===== src/rtl/bram_port_arbiter.sv =====
// Shares one BRAM port between an instruction-side line reader and a data-side
// line reader/writer, moving whole BURST-word lines with round-robin arbitration.
module bram_port_arbiter #(
   parameter int ADDR_W = 30,
   parameter int DATA_W = 32,
   parameter int BURST  = 4,
   parameter int RD_LAT = 2
) (
   input  logic              clk,
   input  logic              rst_n,
   input  logic              i_req,
   input  logic [ADDR_W-1:0] i_addr,
   output logic              i_rvalid,
   output logic              i_done,
   input  logic              d_req,
   input  logic              d_we,
   input  logic [ADDR_W-1:0] d_addr,
   input  logic [DATA_W-1:0] d_wdata,
   output logic              d_wready,
   output logic              d_rvalid,
   output logic              d_done,
   output logic [DATA_W-1:0] rdata,
   output logic [ADDR_W-1:0] mem_addr,
   output logic [DATA_W-1:0] mem_din,
   output logic              mem_en,
   output logic              mem_we,
   output logic              mem_regce,
   output logic              mem_rst,
   input  logic [DATA_W-1:0] mem_dout,
   output logic [2:0]        o_dbg_state
);

   // Handshake: a requester raises req with addr/we and holds req until its done
   // pulse; rvalid marks rdata as its word, wready means d_wdata is consumed now.

   localparam int LB = $clog2(BURST);
   localparam logic [LB-1:0]     BEAT_LAST = LB'(BURST - 1);
   localparam logic [LB-1:0]     BEAT_ONE  = LB'(1);
   localparam logic [ADDR_W-1:0] LINE_MASK = ~ADDR_W'(BURST - 1);

   typedef enum logic [2:0] {IDLE, RD_ISSUE, RD_DRAIN, WR, DONE} state_t;

   state_t            r_state;
   state_t            w_next;
   logic [LB-1:0]     r_beat;
   logic              r_grant_d;
   logic              r_last_d;
   logic [ADDR_W-1:0] r_base;
   logic [RD_LAT-1:0] r_vpipe;
   logic [RD_LAT-1:0] r_lpipe;

   logic              w_any_req;
   logic              w_grant_d;
   logic [ADDR_W-1:0] w_req_addr;
   logic              w_last_beat;
   logic              w_issue;
   logic              w_rvalid;
   logic              w_rlast;

   assign w_any_req   = i_req | d_req;
   // D wins unless I is also asking and D had the previous grant.
   assign w_grant_d   = d_req & (~i_req | ~r_last_d);
   assign w_req_addr  = w_grant_d ? d_addr : i_addr;
   assign w_last_beat = (r_beat == BEAT_LAST);
   assign w_rvalid    = r_vpipe[RD_LAT-1];
   assign w_rlast     = r_lpipe[RD_LAT-1];

   always_ff @(posedge clk or negedge rst_n) begin
      if (!rst_n) begin
         r_state   <= IDLE;
         r_beat    <= '0;
         r_grant_d <= 1'b0;
         r_last_d  <= 1'b0;
         r_base    <= '0;
         r_vpipe   <= '0;
         r_lpipe   <= '0;
      end else begin
         r_state <= w_next;
         if (r_state == IDLE && w_any_req) begin
            r_grant_d <= w_grant_d;
            r_last_d  <= w_grant_d;
            r_base    <= w_req_addr & LINE_MASK;
            r_beat    <= '0;
         end else if (r_state == RD_ISSUE || r_state == WR) begin
            r_beat <= r_beat + BEAT_ONE;
         end
         // Issue tags travel alongside the BRAM read pipeline.
         r_vpipe[0] <= w_issue;
         r_lpipe[0] <= w_issue & w_last_beat;
         for (int k = 1; k < RD_LAT; k++) begin
            r_vpipe[k] <= r_vpipe[k-1];
            r_lpipe[k] <= r_lpipe[k-1];
         end
      end
   end

   always_comb begin
      w_next    = r_state;
      mem_en    = 1'b0;
      mem_we    = 1'b0;
      mem_regce = 1'b0;
      d_wready  = 1'b0;
      w_issue   = 1'b0;
      case (r_state)
         IDLE: begin
            if (w_any_req) w_next = (w_grant_d && d_we) ? WR : RD_ISSUE;
         end
         RD_ISSUE: begin
            mem_en    = 1'b1;
            mem_regce = 1'b1;
            w_issue   = 1'b1;
            if (w_last_beat) w_next = RD_DRAIN;
         end
         RD_DRAIN: begin
            mem_regce = 1'b1;
            if (w_rvalid && w_rlast) w_next = IDLE;
         end
         WR: begin
            mem_en   = 1'b1;
            mem_we   = 1'b1;
            d_wready = 1'b1;
            if (w_last_beat) w_next = DONE;
         end
         DONE:    w_next = IDLE;
         default: w_next = IDLE;
      endcase
   end

   assign mem_addr    = mem_en ? ((r_base & LINE_MASK) | {{(ADDR_W-LB){1'b0}}, r_beat}) : '0;
   assign mem_din     = (r_state == WR) ? d_wdata : '0;
   assign mem_rst     = ~rst_n;
   assign rdata       = mem_dout;
   assign i_rvalid    = w_rvalid & ~r_grant_d;
   assign d_rvalid    = w_rvalid & r_grant_d;
   assign i_done      = w_rvalid & w_rlast & ~r_grant_d;
   assign d_done      = (w_rvalid & w_rlast & r_grant_d) | (r_state == DONE);
   assign o_dbg_state = r_state;

endmodule


===== config.mk =====
export PLATFORM = sky130hd
export DESIGN_NAME = bram_port_arbiter
export DESIGN_NICKNAME = d
export VERILOG_FILES = /design/src/rtl/bram_port_arbiter.sv
export SDC_FILE = /design/constraint.sdc
export NUM_CORES = 1
export LEC_CHECK = 0
export BUFFER_PORTS_ARGS = -buffer_cell sky130_fd_sc_hd__buf_2
export CORE_MARGIN = 1.5
export CORE_UTILIZATION = 34
export DETAILED_ROUTE_END_ITERATION = 8
export HOLD_SLACK_MARGIN = 0.15
export PLACE_DENSITY = 0.77
export SETUP_SLACK_MARGIN = 0.02
export SYNTH_ARGS = -nofsm -noshare
export SYNTH_HDL_FRONTEND = slang
export SYNTH_SLANG_ARGS = --single-unit

===== constraint.sdc =====
create_clock -name clk -period 1.6 [get_ports clk]
set_input_delay 0.08 -clock clk [delete_from_list [all_inputs] [get_ports clk]]
set_output_delay 0.08 -clock clk [all_outputs]
set_load 0.03 [all_outputs]

### Word level (Yosys, flattened, before mapping)

Cells that the tools add are included.

* add/sub/neg operators: 1
* multipliers: 0
* div/mod/pow operators: 0
* $lt $le $gt $ge: 0
* eq/ne operators: 9
* shift operators: 0
* multiplexer cells: 15
* bitwise operators: 14
* reduce and logical (&&, ||, !) cells: 9

Operators with widths (count)
* 30-bit 2-to-1 mux: 2
* 32-bit 2-to-1 mux: 1
* 30-bit by 2-bit OR with 30-bit output: 1
* 3-bit 2-to-1 mux: 4
* 3-bit case mux with 4 select lines: 1
* 2-bit inequality test (second input constant): 4
* 1-bit bitwise AND: 7
* 3-bit by 2-bit equality test with 1-bit output (second input constant): 2
* 2-bit 2-to-1 mux: 3
* 1-bit 2-to-1 mux: 4
* 4-bit AND reduction: 1
* 2-bit OR reduction: 2
* 3-bit by 1-bit equality test with 1-bit output (second input constant): 1
* 3-bit equality test (second input constant): 1
* 1-bit logical AND: 3
* 3-bit logical NOT: 1
* 1-bit NOT: 3
* 1-bit OR: 3
* 2-bit by 1-bit adder with 2-bit output (second input constant): 1
* 2-bit equality test (second input constant): 1
* 2-bit nonzero test: 1
* 1-bit logical OR: 1

* flip-flop bits (word level): 38
* bits in latches: 0
* memory bits (writable): 0
* memory bits (read-only): 0
* word-level logic and storage cells: 54
* memories kept: 0

### Longest topological paths before layout

Gate-level depths: netlist of the first run.

* depth after elaboration: 7
* mapped depth: 5
* depth with buffers taken out: 4

### Least setup slack after synthesis of the first run

Ideal clock, no wire load.

* kind: reg2out
* start point: register r_state[0], in the netlist o_dbg_state[0]
* end point: output mem_addr[20]
* data arrival time: 1.709 ns
* required time: 1.520 ns
* setup slack: -0.189 ns
* stages on the path, launching flop included: 5
* cell sequence: dfrtp_1 -> buf_2 -> and2b_1 -> clkbuf_1 -> and2_1

* longest elaborated chain between the ends: 4
* elaborated cells on any way between the ends: 5
* those cells by class: 2 x eq/ne; 2 x mux; 1 x reduce/logical

Ends and longest elaborated chain
* start: declaration: line 43 `state_t r_state;`
* start signal: assignment: line 78 `r_state <= w_next;`
* 3-bit by 1-bit equality test with 1-bit output or 3-bit by 2-bit equality test with 1-bit output (tied branches): line 104 `case (r_state)`
* 2-bit OR reduction (no line) (*)
* 1-bit 2-to-1 mux (*): line 104
* named net mem_en: line 25 `output logic mem_en,`
* 30-bit 2-to-1 mux (*): line 129 `assign mem_addr = mem_en ? ((r_base & LINE_MASK) | {{(ADDR_W-LB){1'b0}}, r_beat}) : '0;`
* end: declaration: line 23 `output logic [ADDR_W-1:0] mem_addr,`

Mark *: on every way through the listed nets, which the timed path passes. The rest lies on a longest branch.

### Worst setup path in the final report of the first run

* start point: register r_state[2], in the netlist o_dbg_state[2]
* end point: output mem_din[18]

* longest elaborated chain between the ends: 2

Ends and longest elaborated chain
* 3-bit by 2-bit equality test with 1-bit output: line 130 `assign mem_din = (r_state == WR) ? d_wdata : '0;`
* 32-bit 2-to-1 mux: line 130
* end: declaration: line 24 `output logic [DATA_W-1:0] mem_din,`

No other way between the ends.

==> results of run 1 <==
-- stage by stage --
step / setup slack (ps) / setup TNS [ps] / util
global route: -95.2 / -3680 / 0.669
CTS: -41.4 / -1290 / 0.610
finish: -47.0 / -877 / 0.669
floorplan: -11.4 / -162 / -
detailed placement: 34.4 / 0 / 0.456
global placement: 68.4 / 0 / 0.456
-- cells in the final DEF, fill, tap and decap left out, types with 2 or more instances in the layout --
master / netlist / layout
dfrtp_2: 0 / 3
and3_4: 0 / 17
buf_6: 2 / 67
and3_1: 33 / 16
and2_4: 0 / 31
buf_12: 0 / 6
buf_2: 3 / 101
buf_8: 0 / 2
buf_4: 36 / 13
dfrtp_1: 38 / 35
inv_1: 3 / 3
mux2_4: 18 / 42
xnor2_1: 2 / 2
nand2_1: 2 / 2
dlygate4sd3_1: 0 / 42
clkbuf_8: 0 / 6
and2_1: 33 / 2
a21oi_1: 2 / 2
nor2_1: 4 / 4
mux2_2: 38 / 14
buf_16: 0 / 3
clkbuf_16: 0 / 6
a31oi_1: 2 / 2
-- per-layer routing --
layer | global-route usage | vias up
met1 | 0.232 | 1275
met4 | 0.0754 | 0
met3 | 0.0379 | 21
met2 | 0.370 | 108
met5 | 0 | -
li1 | - | 1179
-- power groups by stage --
stage | Clock (W) | Combinational (W) | Sequential (W)
2_1_floorplan | 0 | 0.000243 | 0.000979
5_1_grt | 0.000698 | 0.000391 | 0.000959
3_3_place_gp | 0 | 0.000227 | 0.000979
6_report | 0.000646 | 0.000365 | 0.000960
4_1_cts | 0.000667 | 0.000313 | 0.000960
3_5_place_dp | 0 | 0.000234 | 0.000979
-- state kept, by name, indices dropped and copies added (netlist names) --
| signal | cells |
|---|---|
| r_last_d | 1 |
| r_vpipe | 2 |
| r_lpipe | 2 |
| r_beat | 2 |
| o_dbg_state | 3 |
| r_base | 28 |
-- area by class of cell --
type                       instances  area share
timing repair buffer             240       0.441
multi-input combinational        149       0.320
sequential                        38       0.195
tap                               99      0.0253
clock buffer                       6      0.0168
inverter                           3     0.00230
-- tightest hold or removal path, cell delays in order --
cell and delay (ps):
buf_2 80, mux2_4 120, mux2_4 130
-- cell families (layout without fill, tap and decap cells) --
family	after synthesis	count (layout)
and+or+nand+nor	79	79
xor gates and xnor gates	2	2
buffers and inverters	54	249
DFF	38	38
muxes	57	57
AOI/OAI and AO/OA	10	10
adders and majority gates	1	1
-- worst paths after layout --
check                                from        endpoint  cells past startpoint
max                        o_dbg_state[2]     mem_din[18]                      5
min                             i_addr[3]       r_base[3]                      3
max reg2reg                      r_last_d      r_base[11]                      5
min reg2reg                    r_vpipe[0]      r_vpipe[1]                      0
max in group asynchronous           rst_n  o_dbg_state[1]                      3
min in group asynchronous           rst_n      r_base[12]                      3
-- repair_timing --
action,in CTS,in global routing
hold buffers,42,0
resized for setup,157,57
buffers inserted,5,6
pin swaps,6,11
setup endpoints to repair,64,94
gates cloned,3,8
endpoints found under the hold margin,63,0
==> impl_metrics.env, run 1 <==
export IMPL_r2r_slack_ps=30
export IMPL_drive_gt1_frac=0.722
export IMPL_die_w_um=90.5
export IMPL_multi_input_area_mm2=0.00157
export IMPL_worst_setup_path_end_kind="output port"
export IMPL_netlist_area_leader_share=0.365
export IMPL_tritoncts="done"
export IMPL_max_slew_margin=0.674
export IMPL_synth_xor_area_share=0.00673
export IMPL_wl_met2_um=5180
export IMPL_crit_buf_inv=3
export IMPL_async_reset_ff_frac=1.00
export IMPL_peakVddDrop_v=0.000309
export IMPL_fillers=540
export IMPL_grt_pass1_vias=2666
export IMPL_wl_met3_um=462
export IMPL_grt_usage=0.203
export IMPL_p_leak_nw=2.52
export IMPL_setup_worst_path_class="register to output port"
export IMPL_routed_wirelength_um=9760
export IMPL_required_ps=1520
export IMPL_synth_nets=371
export IMPL_dr_pass1_iters=4
export IMPL_cts_path_max_buffers=2
export IMPL_max_freq_mhz=607
export IMPL_cp_max_fo=6
export IMPL_synthCells=241
export IMPL_sequentialPowerShare=0.487
export IMPL_pwr_share_clk=0.328
export IMPL_gp_congestion=0.725
export IMPL_synthMuxAreaShare=0.272
export IMPL_cts_sinks=38
export IMPL_synth_ff_type="dfrtp_1"
export IMPL_hold_violations=0
export IMPL_ys_seq_area_frac=0.365
export IMPL_clk_latency_ps=280
export IMPL_p_int_w=0.00153
export IMPL_synth_area_leader_cell="dfrtp_1"
export IMPL_path_delay_family="simple AND/OR/NAND/NOR gates"
export IMPL_setup_viol=35
export IMPL_nNetsFinal=567
export IMPL_drt_initial_drc_count=48
export IMPL_die_h_um=90.5
export IMPL_finalCritPeriodShare=1.03
export IMPL_synth_cell_types=29
export IMPL_area_growth_pct=88.5
export IMPL_cp_slowest_cell="dfrtp_2"
export IMPL_fin_cells=535
export IMPL_dp_cells=465
export IMPL_core_rowCount=31
export IMPL_crit_path_max_incr_delay_ps=400
export IMPL_mappedNetlistArea_mm2=0.00260
export IMPL_n_antenna_cell=0
export IMPL_min_path_type="primary input to register"
export IMPL_switching_share=0.222
export IMPL_start_util=0.355
export IMPL_numCtsBuffers=5
export IMPL_ios=235
export IMPL_finalWorstSetupSlack_ps=-47.0
export IMPL_die_area_mm2=0.00819
export IMPL_rsz0062_at_grt="yes"
export IMPL_synth_top_family_by_area="multiplexers"
export IMPL_synth_common_cells="dfrtp_1, mux2_2, buf_4"
export IMPL_grt_max_degree=40
export IMPL_regArea_um2=955
export IMPL_antenna_found_initial=0
export IMPL_dp_hpwl_um=4710
export IMPL_synth_compound_area_frac=0.0269
export IMPL_start_kind="register"
export IMPL_grt_overflow=0
export IMPL_p_switching_w=0.000437
export IMPL_ys_ff_latch=38
export IMPL_htree_levels=2
export IMPL_place_area_mm2=0.00335
export IMPL_hold_ws_ps=157
export IMPL_drv_cap=0
export IMPL_period_minus_slack_ps=1650
export IMPL_power_density_mw_per_mm2=402
export IMPL_cts_root_buf="clkbuf_8"
export IMPL_grt_pass1_wl_um=13200
export IMPL_numPortBuffers=166
export IMPL_p_comb_frac=0.185
export IMPL_maxSlewViolCount=0
export IMPL_fp_coreArea_mm2=0.00733
export IMPL_synth_area_top_cells="dfrtp_1, mux2_2, buf_4"
export IMPL_avgSynthCellArea_um2=10.8
export IMPL_routed_via_count=2583
export IMPL_synth_edff_count=0
export IMPL_cp_arrival_ps=1570
export IMPL_status="complete, but fails checks"
export IMPL_worstPathCellList="and2b_4 -> buf_8 -> clkbuf_16 -> and3_4 -> buf_6"
export IMPL_power_w=0.00197
export IMPL_fin_skew_ps=7.62
export IMPL_met1_length_um=3990
export IMPL_yosysWarnings=0
export IMPL_worstMarginPinSlew_ps=489
export IMPL_synthAdderAreaFrac=0.00481
export IMPL_ant_nets=0
export IMPL_synth_simple_area_share=0.187
export IMPL_vias_per_cell=4.83
export IMPL_design_area_mm2=0.00490
export IMPL_route_detailed_drc=0
export IMPL_wire_per_inst_um=18.2
export IMPL_top_layer="met4"
export IMPL_clkTransAtPathRegs_ps=70
export IMPL_failed_checks="setup timing"
(Power assumes the default switching activity.)
==> run 2, diff against run 1 <==
ABC_AREA = 1   (was not set)
CORE_UTILIZATION = 35   (was 34)
PLACE_DENSITY = 0.78   (was 0.77)
==> run 2 against run 1 <==
Effect of this change:
- the run still ends with setup timing left
- sequential power increased by 74%
- setup slack improved by 20 ps
- cell area decreased by 1.4%
- sequential share of layout area increased by 0.28 points
- routed wire length increased by 4.0%
- critical path depth increased by 2
- fmax increased by 1.2%
- combinational power increased to 22 times the previous value
- count of clock-buffer cells in the layout increased by 1
- register-to-register slack about the same
- global-route usage increased by 2.8 points
- largest power group is now combinational cells
- highest routed layer unchanged
==> impl_metrics.env, run 2 <==
export IMPL_status="complete, but fails checks"
export IMPL_failed_checks="setup timing"
export IMPL_synth_nets=535
export IMPL_drv_cap=0
export IMPL_route_detailed_drc=0
export IMPL_maxSlewViolCount=0
export IMPL_vias_per_cell=4.58
export IMPL_hold_ws_ps=160
export IMPL_core_rowCount=31
export IMPL_grt_pass1_wl_um=15000
export IMPL_mappedNetlistArea_mm2=0.00268
export IMPL_synth_cell_types=21
export IMPL_dr_pass1_iters=5
export IMPL_avgSynthCellArea_um2=6.62
export IMPL_antenna_found_initial=0
export IMPL_max_slew_margin=0.818
export IMPL_crit_buf_inv=3
export IMPL_pwr_share_clk=0.067
export IMPL_cts_root_buf="clkbuf_8"
export IMPL_peakVddDrop_v=0.00117
export IMPL_min_path_type="primary input to output port"
export IMPL_synth_common_cells="inv_1, nor2_1, nand2_1"
export IMPL_p_comb_frac=0.771
export IMPL_p_leak_nw=2.70
export IMPL_path_delay_family="flip-flops"
export IMPL_routed_via_count=3254
export IMPL_die_area_mm2=0.00820
export IMPL_final_cell_mix="buf_2, inv_1, nor2_1"
export IMPL_fin_skew_ps=3.12
export IMPL_htree_levels=2
export IMPL_start_kind="register"
export IMPL_synth_area_top_cells="dfrtp_1, inv_1, nor2_1"
export IMPL_required_ps=1520
export IMPL_layout_commonest_cell="buf_2"
export IMPL_max_freq_mhz=614
export IMPL_cp_max_fo=6
export IMPL_dp_hpwl_um=5670
export IMPL_yosysWarnings=0
export IMPL_ant_nets=0
export IMPL_finalCritPeriodShare=1.02
export IMPL_tritoncts="done"
export IMPL_p_switching_w=0.00521
export IMPL_switching_share=0.504
export IMPL_gp_congestion=0.745
export IMPL_period_minus_slack_ps=1630
export IMPL_p_int_w=0.00512
export IMPL_cp_arrival_ps=1550
export IMPL_largest_register_ffs=28
export IMPL_ios=235
export IMPL_routed_wirelength_um=10200
export IMPL_grt_pass1_vias=3376
export IMPL_regMostFlops="r_base"
export IMPL_n_antenna_cell=0
export IMPL_die_w_um=90.5
export IMPL_synthCells=405
export IMPL_worstPathCellList="nor2_4 -> nand2_2 -> nand2_4 -> inv_8 -> buf_12 -> nor2_4 -> buf_6"
export IMPL_grt_usage=0.230
export IMPL_design_area_mm2=0.00483
export IMPL_power_density_mw_per_mm2=2140
export IMPL_clk_latency_ps=280
export IMPL_nNetsFinal=740
export IMPL_ys_seq_area_frac=0.354
export IMPL_grt_overflow=0
export IMPL_cp_slowest_cell="dfrtp_2"
export IMPL_hold_violations=0
export IMPL_wire_per_inst_um=14.3
export IMPL_cts_path_max_buffers=2
export IMPL_clkTransAtPathRegs_ps=80
export IMPL_setup_worst_path_class="register to output port"
export IMPL_netlist_area_leader_share=0.354
export IMPL_synth_ff_type="dfrtp_1"
export IMPL_drive_gt1_frac=0.414
export IMPL_worst_setup_path_end_kind="output port"
export IMPL_numCtsBuffers=5
export IMPL_crit_path_max_incr_delay_ps=450
export IMPL_finalWorstSetupSlack_ps=-27.4
export IMPL_worstMarginPinSlew_ps=273
export IMPL_numPortBuffers=166
export IMPL_cts_sinks=38
export IMPL_sequentialPowerShare=0.162
export IMPL_setup_viol=24
export IMPL_drt_initial_drc_count=83
export IMPL_area_growth_pct=80.2
export IMPL_synth_area_leader_cell="dfrtp_1"
export IMPL_start_util=0.366
export IMPL_ys_ff_latch=38
export IMPL_die_h_um=90.5
export IMPL_rsz0062_at_grt="yes"
export IMPL_fp_coreArea_mm2=0.00733
export IMPL_async_reset_ff_frac=1.00
export IMPL_synth_edff_count=0
export IMPL_grt_max_degree=58
export IMPL_crit_top_cell="nor2_4"
export IMPL_place_area_mm2=0.00359
[run 2: cell type report]
| type | instances | area [um2] |
|---|---|---|
| Clock buffer | 7 | 86.3 |
| Inverter | 101 | 389 |
| Multi-Input combinational cell | 215 | 1240 |
| Sequential cell | 38 | 955 |
| Fill cell | 585 | 2500 |
| Timing Repair Buffer | 249 | 2040 |
| Tap cell | 99 | 124 |
| Clock inverter | 1 | 5.00 |
[run 2: power groups by stage]
stage / clock network, W / logic [W] / registers (W)
after floorplan: 0 / 0.00455 / 0.00168
after global placement: 0 / 0.00565 / 0.00164
after detailed placement: 0 / 0.00576 / 0.00166
after CTS: 0.000712 / 0.00737 / 0.00165
after global routing: 0.000750 / 0.00842 / 0.00173
final: 0.000689 / 0.00797 / 0.00167
[run 2: cells by family (layout without fill, tap and decap cells)]
kind of cell               Yosys count  after routing  share of synthesized area
adders and majority gates            1              1                    0.00466
buffers and inverters              152            358                      0.277
AOI/OAI and AO/OA                   34             34                      0.102
and+or+nand+nor                    180            180                      0.262
DFF                                 38             38                      0.354
[run 2: final timing paths]
kind	startpoint	endpoint	slack [ps]	cells past startpoint
worst max-delay path	o_dbg_state[2]	mem_addr[10]	-30	7
worst min-delay path	mem_dout[21]	rdata[21]	160	0
worst max register to register	o_dbg_state[1]	r_base[22]	20	8
worst min register to register	r_vpipe[0]	r_vpipe[1]	360	0
max in group asynchronous	rst_n	o_dbg_state[0]	950	3
min in group asynchronous	rst_n	r_base[10]	410	3
[run 2: stage by stage]
| stage | util | worst slack, ps | instances | TNS, ps | power, W |
|---|---|---|---|---|---|
| after floorplan | - | 23.8 | 405 | 0 | 0.00623 |
| after global placement | 0.490 | 135 | 626 | 0 | 0.00728 |
| after detailed placement | 0.490 | 89.1 | 626 | 0 | 0.00742 |
| after CTS | 0.633 | -21.2 | 701 | -76.4 | 0.00974 |
| after global routing | 0.659 | -91.8 | 710 | -2120 | 0.0109 |
| final | 0.659 | -27.4 | 710 | -269 | 0.0103 |
[run 2: timing repair]
action,in CTS,in global routing
endpoints found under the hold margin,66,0
cloned,4,5
pin swaps,2,5
resized for setup,79,25
endpoints found under the setup margin,62,91
buffers inserted,6,4
hold buffers,57,0
[run 2: per-layer routing]
metal,global-route usage,wire [um],vias up
met5,0,0,-
met4,0.120,422,0
met3,0.0606,838,42
met2,0.466,5520,198
met1,0.201,3370,1464
li1,-,-,1550
==> run 3, diff against run 2 <==
PLACE_DENSITY = 0.84   (was 0.78)
==> run 3 against run 2 <==
Effect of this change:
- the flow now finishes without violations
- core utilization about the same
- cell area about the same
- combinational power increased by 0.6%
- critical endpoint is now mem_addr[11]
- largest power group unchanged
- highest routed layer unchanged
==> impl_metrics.env, run 3 (same netlist as run 2, synthesis figures left out) <==
export IMPL_max_slew_margin=0.665
export IMPL_grt_usage=0.242
export IMPL_min_path_type="primary input to output port"
export IMPL_design_area_mm2=0.00484
export IMPL_area_growth_pct=80.3
export IMPL_die_h_um=90.5
export IMPL_antenna_found_initial=1
export IMPL_gp_congestion=0.810
export IMPL_finalCritPeriodShare=0.990
export IMPL_start_kind="register"
export IMPL_period_minus_slack_ps=1580
export IMPL_finalWorstSetupSlack_ps=15.8
export IMPL_drv_cap=0
export IMPL_grt_max_degree=57
export IMPL_power_density_mw_per_mm2=2150
export IMPL_place_area_mm2=0.00360
export IMPL_setup_worst_path_class="register to output port"
export IMPL_hold_violations=0
export IMPL_numPortBuffers=166
export IMPL_rsz0062_at_grt="yes"
export IMPL_ant_nets=0
export IMPL_grt_pass1_vias=3258
export IMPL_htree_levels=2
export IMPL_start_util=0.366
export IMPL_nNetsFinal=738
export IMPL_cts_root_buf="clkbuf_8"
export IMPL_fin_skew_ps=6.61
export IMPL_fp_coreArea_mm2=0.00733
export IMPL_cp_max_fo=6
export IMPL_route_detailed_drc=0
export IMPL_status="completed"
export IMPL_cts_path_max_buffers=2
export IMPL_die_w_um=90.5
export IMPL_final_cell_mix="buf_2, inv_1, nor2_1"
export IMPL_die_area_mm2=0.00820
export IMPL_required_ps=1520
export IMPL_cp_arrival_ps=1500
export IMPL_dp_cells=625
export IMPL_max_freq_mhz=631
export IMPL_clkTransAtPathRegs_ps=80
export IMPL_routed_wirelength_um=10800
export IMPL_wire_per_inst_um=15.3
export IMPL_dr_pass1_iters=4
export IMPL_largest_register_ffs=28
export IMPL_fin_util=0.660
export IMPL_finalSetupTns_ps=0
export IMPL_grt_pass1_wl_um=15600
export IMPL_maxSlewViolCount=0
export IMPL_p_leak_nw=2.70
export IMPL_numCtsBuffers=5
export IMPL_worstMarginPinSlew_ps=502
export IMPL_vias_per_cell=4.58
export IMPL_grt_overflow=0
export IMPL_regMostFlops="r_base"
export IMPL_dp_hpwl_um=5630
export IMPL_layout_commonest_cell="buf_2"
export IMPL_core_rowCount=31
export IMPL_clk_latency_ps=290
export IMPL_worst_setup_path_end_kind="output port"
export IMPL_ios=235
export IMPL_tritoncts="done"
export IMPL_setup_viol=0
export IMPL_peakVddDrop_v=0.000873
export IMPL_routed_via_count=3242
export IMPL_drt_initial_drc_count=141
export IMPL_fin_cells=708
export IMPL_drive_gt1_frac=0.418
export IMPL_dp_slack_ps=115
export IMPL_cts_sinks=38
[run 3: cell types whose count changed in the layout (fill, tap and decap cells not counted), moves of 2 or more]
cell      previous run  this run
buf_2              118       121
buf_4               19        12
clkbuf_4            10        12
nor2_1              70        68
nor2_2               1         3
o22ai_1             18        16
o22ai_2             10        12
[run 3: metal layers]
layer	wire length [um]	track usage	part of all wire	up-vias
met5	0	0	0	-
met4	608	0.153	0.056	0
met3	945	0.0715	0.087	52
met2	5640	0.456	0.52	209
met1	3640	0.223	0.34	1436
li1	-	-	-	1545
[run 3: area by class of cell]
type,count,area [um2]
diodes,1,2.50
repair buffers,247,2020
multi-input cells,215,1260
clock buffers,7,86.3
inverters,101,387
fillers,569,2490
well taps,99,124
flip-flops and latches,38,955
[run 3: worst max-delay path: stages, from the launching register on]
cell	delay, ps
dfrtp_2	450
nor2_4	140
nand2_4	60
nand2_4	90
inv_8	70
buf_16	150
nor2_4	100
buf_6	140
[run 3: what timing repair did]
item / 4_1_cts / 5_1_grt
hold buffers: 57 / 0
gates resized for setup: 70 / 31
gates cloned: 3 / 6
hold endpoints to repair: 66 / 0
pin swaps: 2 / 4
setup endpoints to repair: 61 / 89
buffers inserted: 7 / 2
[run 3: worst paths after layout]
kind	from	end	slack, ps	cells past startpoint
max	o_dbg_state[2]	mem_addr[11]	20	7
min	mem_dout[10]	rdata[10]	160	0
max reg2reg	o_dbg_state[1]	r_base[9]	80	8
min reg2reg	r_vpipe[0]	r_vpipe[1]	350	0
max in group asynchronous	rst_n	o_dbg_state[0]	750	3
min in group asynchronous	rst_n	r_base[26]	480	3
[run 3: per-stage QoR]
step           hold WS [ps]  total power, W
3_5_place_dp            160         0.00748
4_1_cts                 152         0.00954
2_1_floorplan          -216         0.00623
5_1_grt                 160          0.0110
3_3_place_gp            160         0.00731
6_report                160          0.0104
[run 3: where the power goes]
group | internal (W) | switching [W] | leakage, nW
Clock | 0.000342 | 0.000333 | 0.0443
Combinational | 0.00331 | 0.00470 | 2.19
Sequential | 0.00144 | 0.000253 | 0.465
Total | 0.00509 | 0.00529 | 2.70
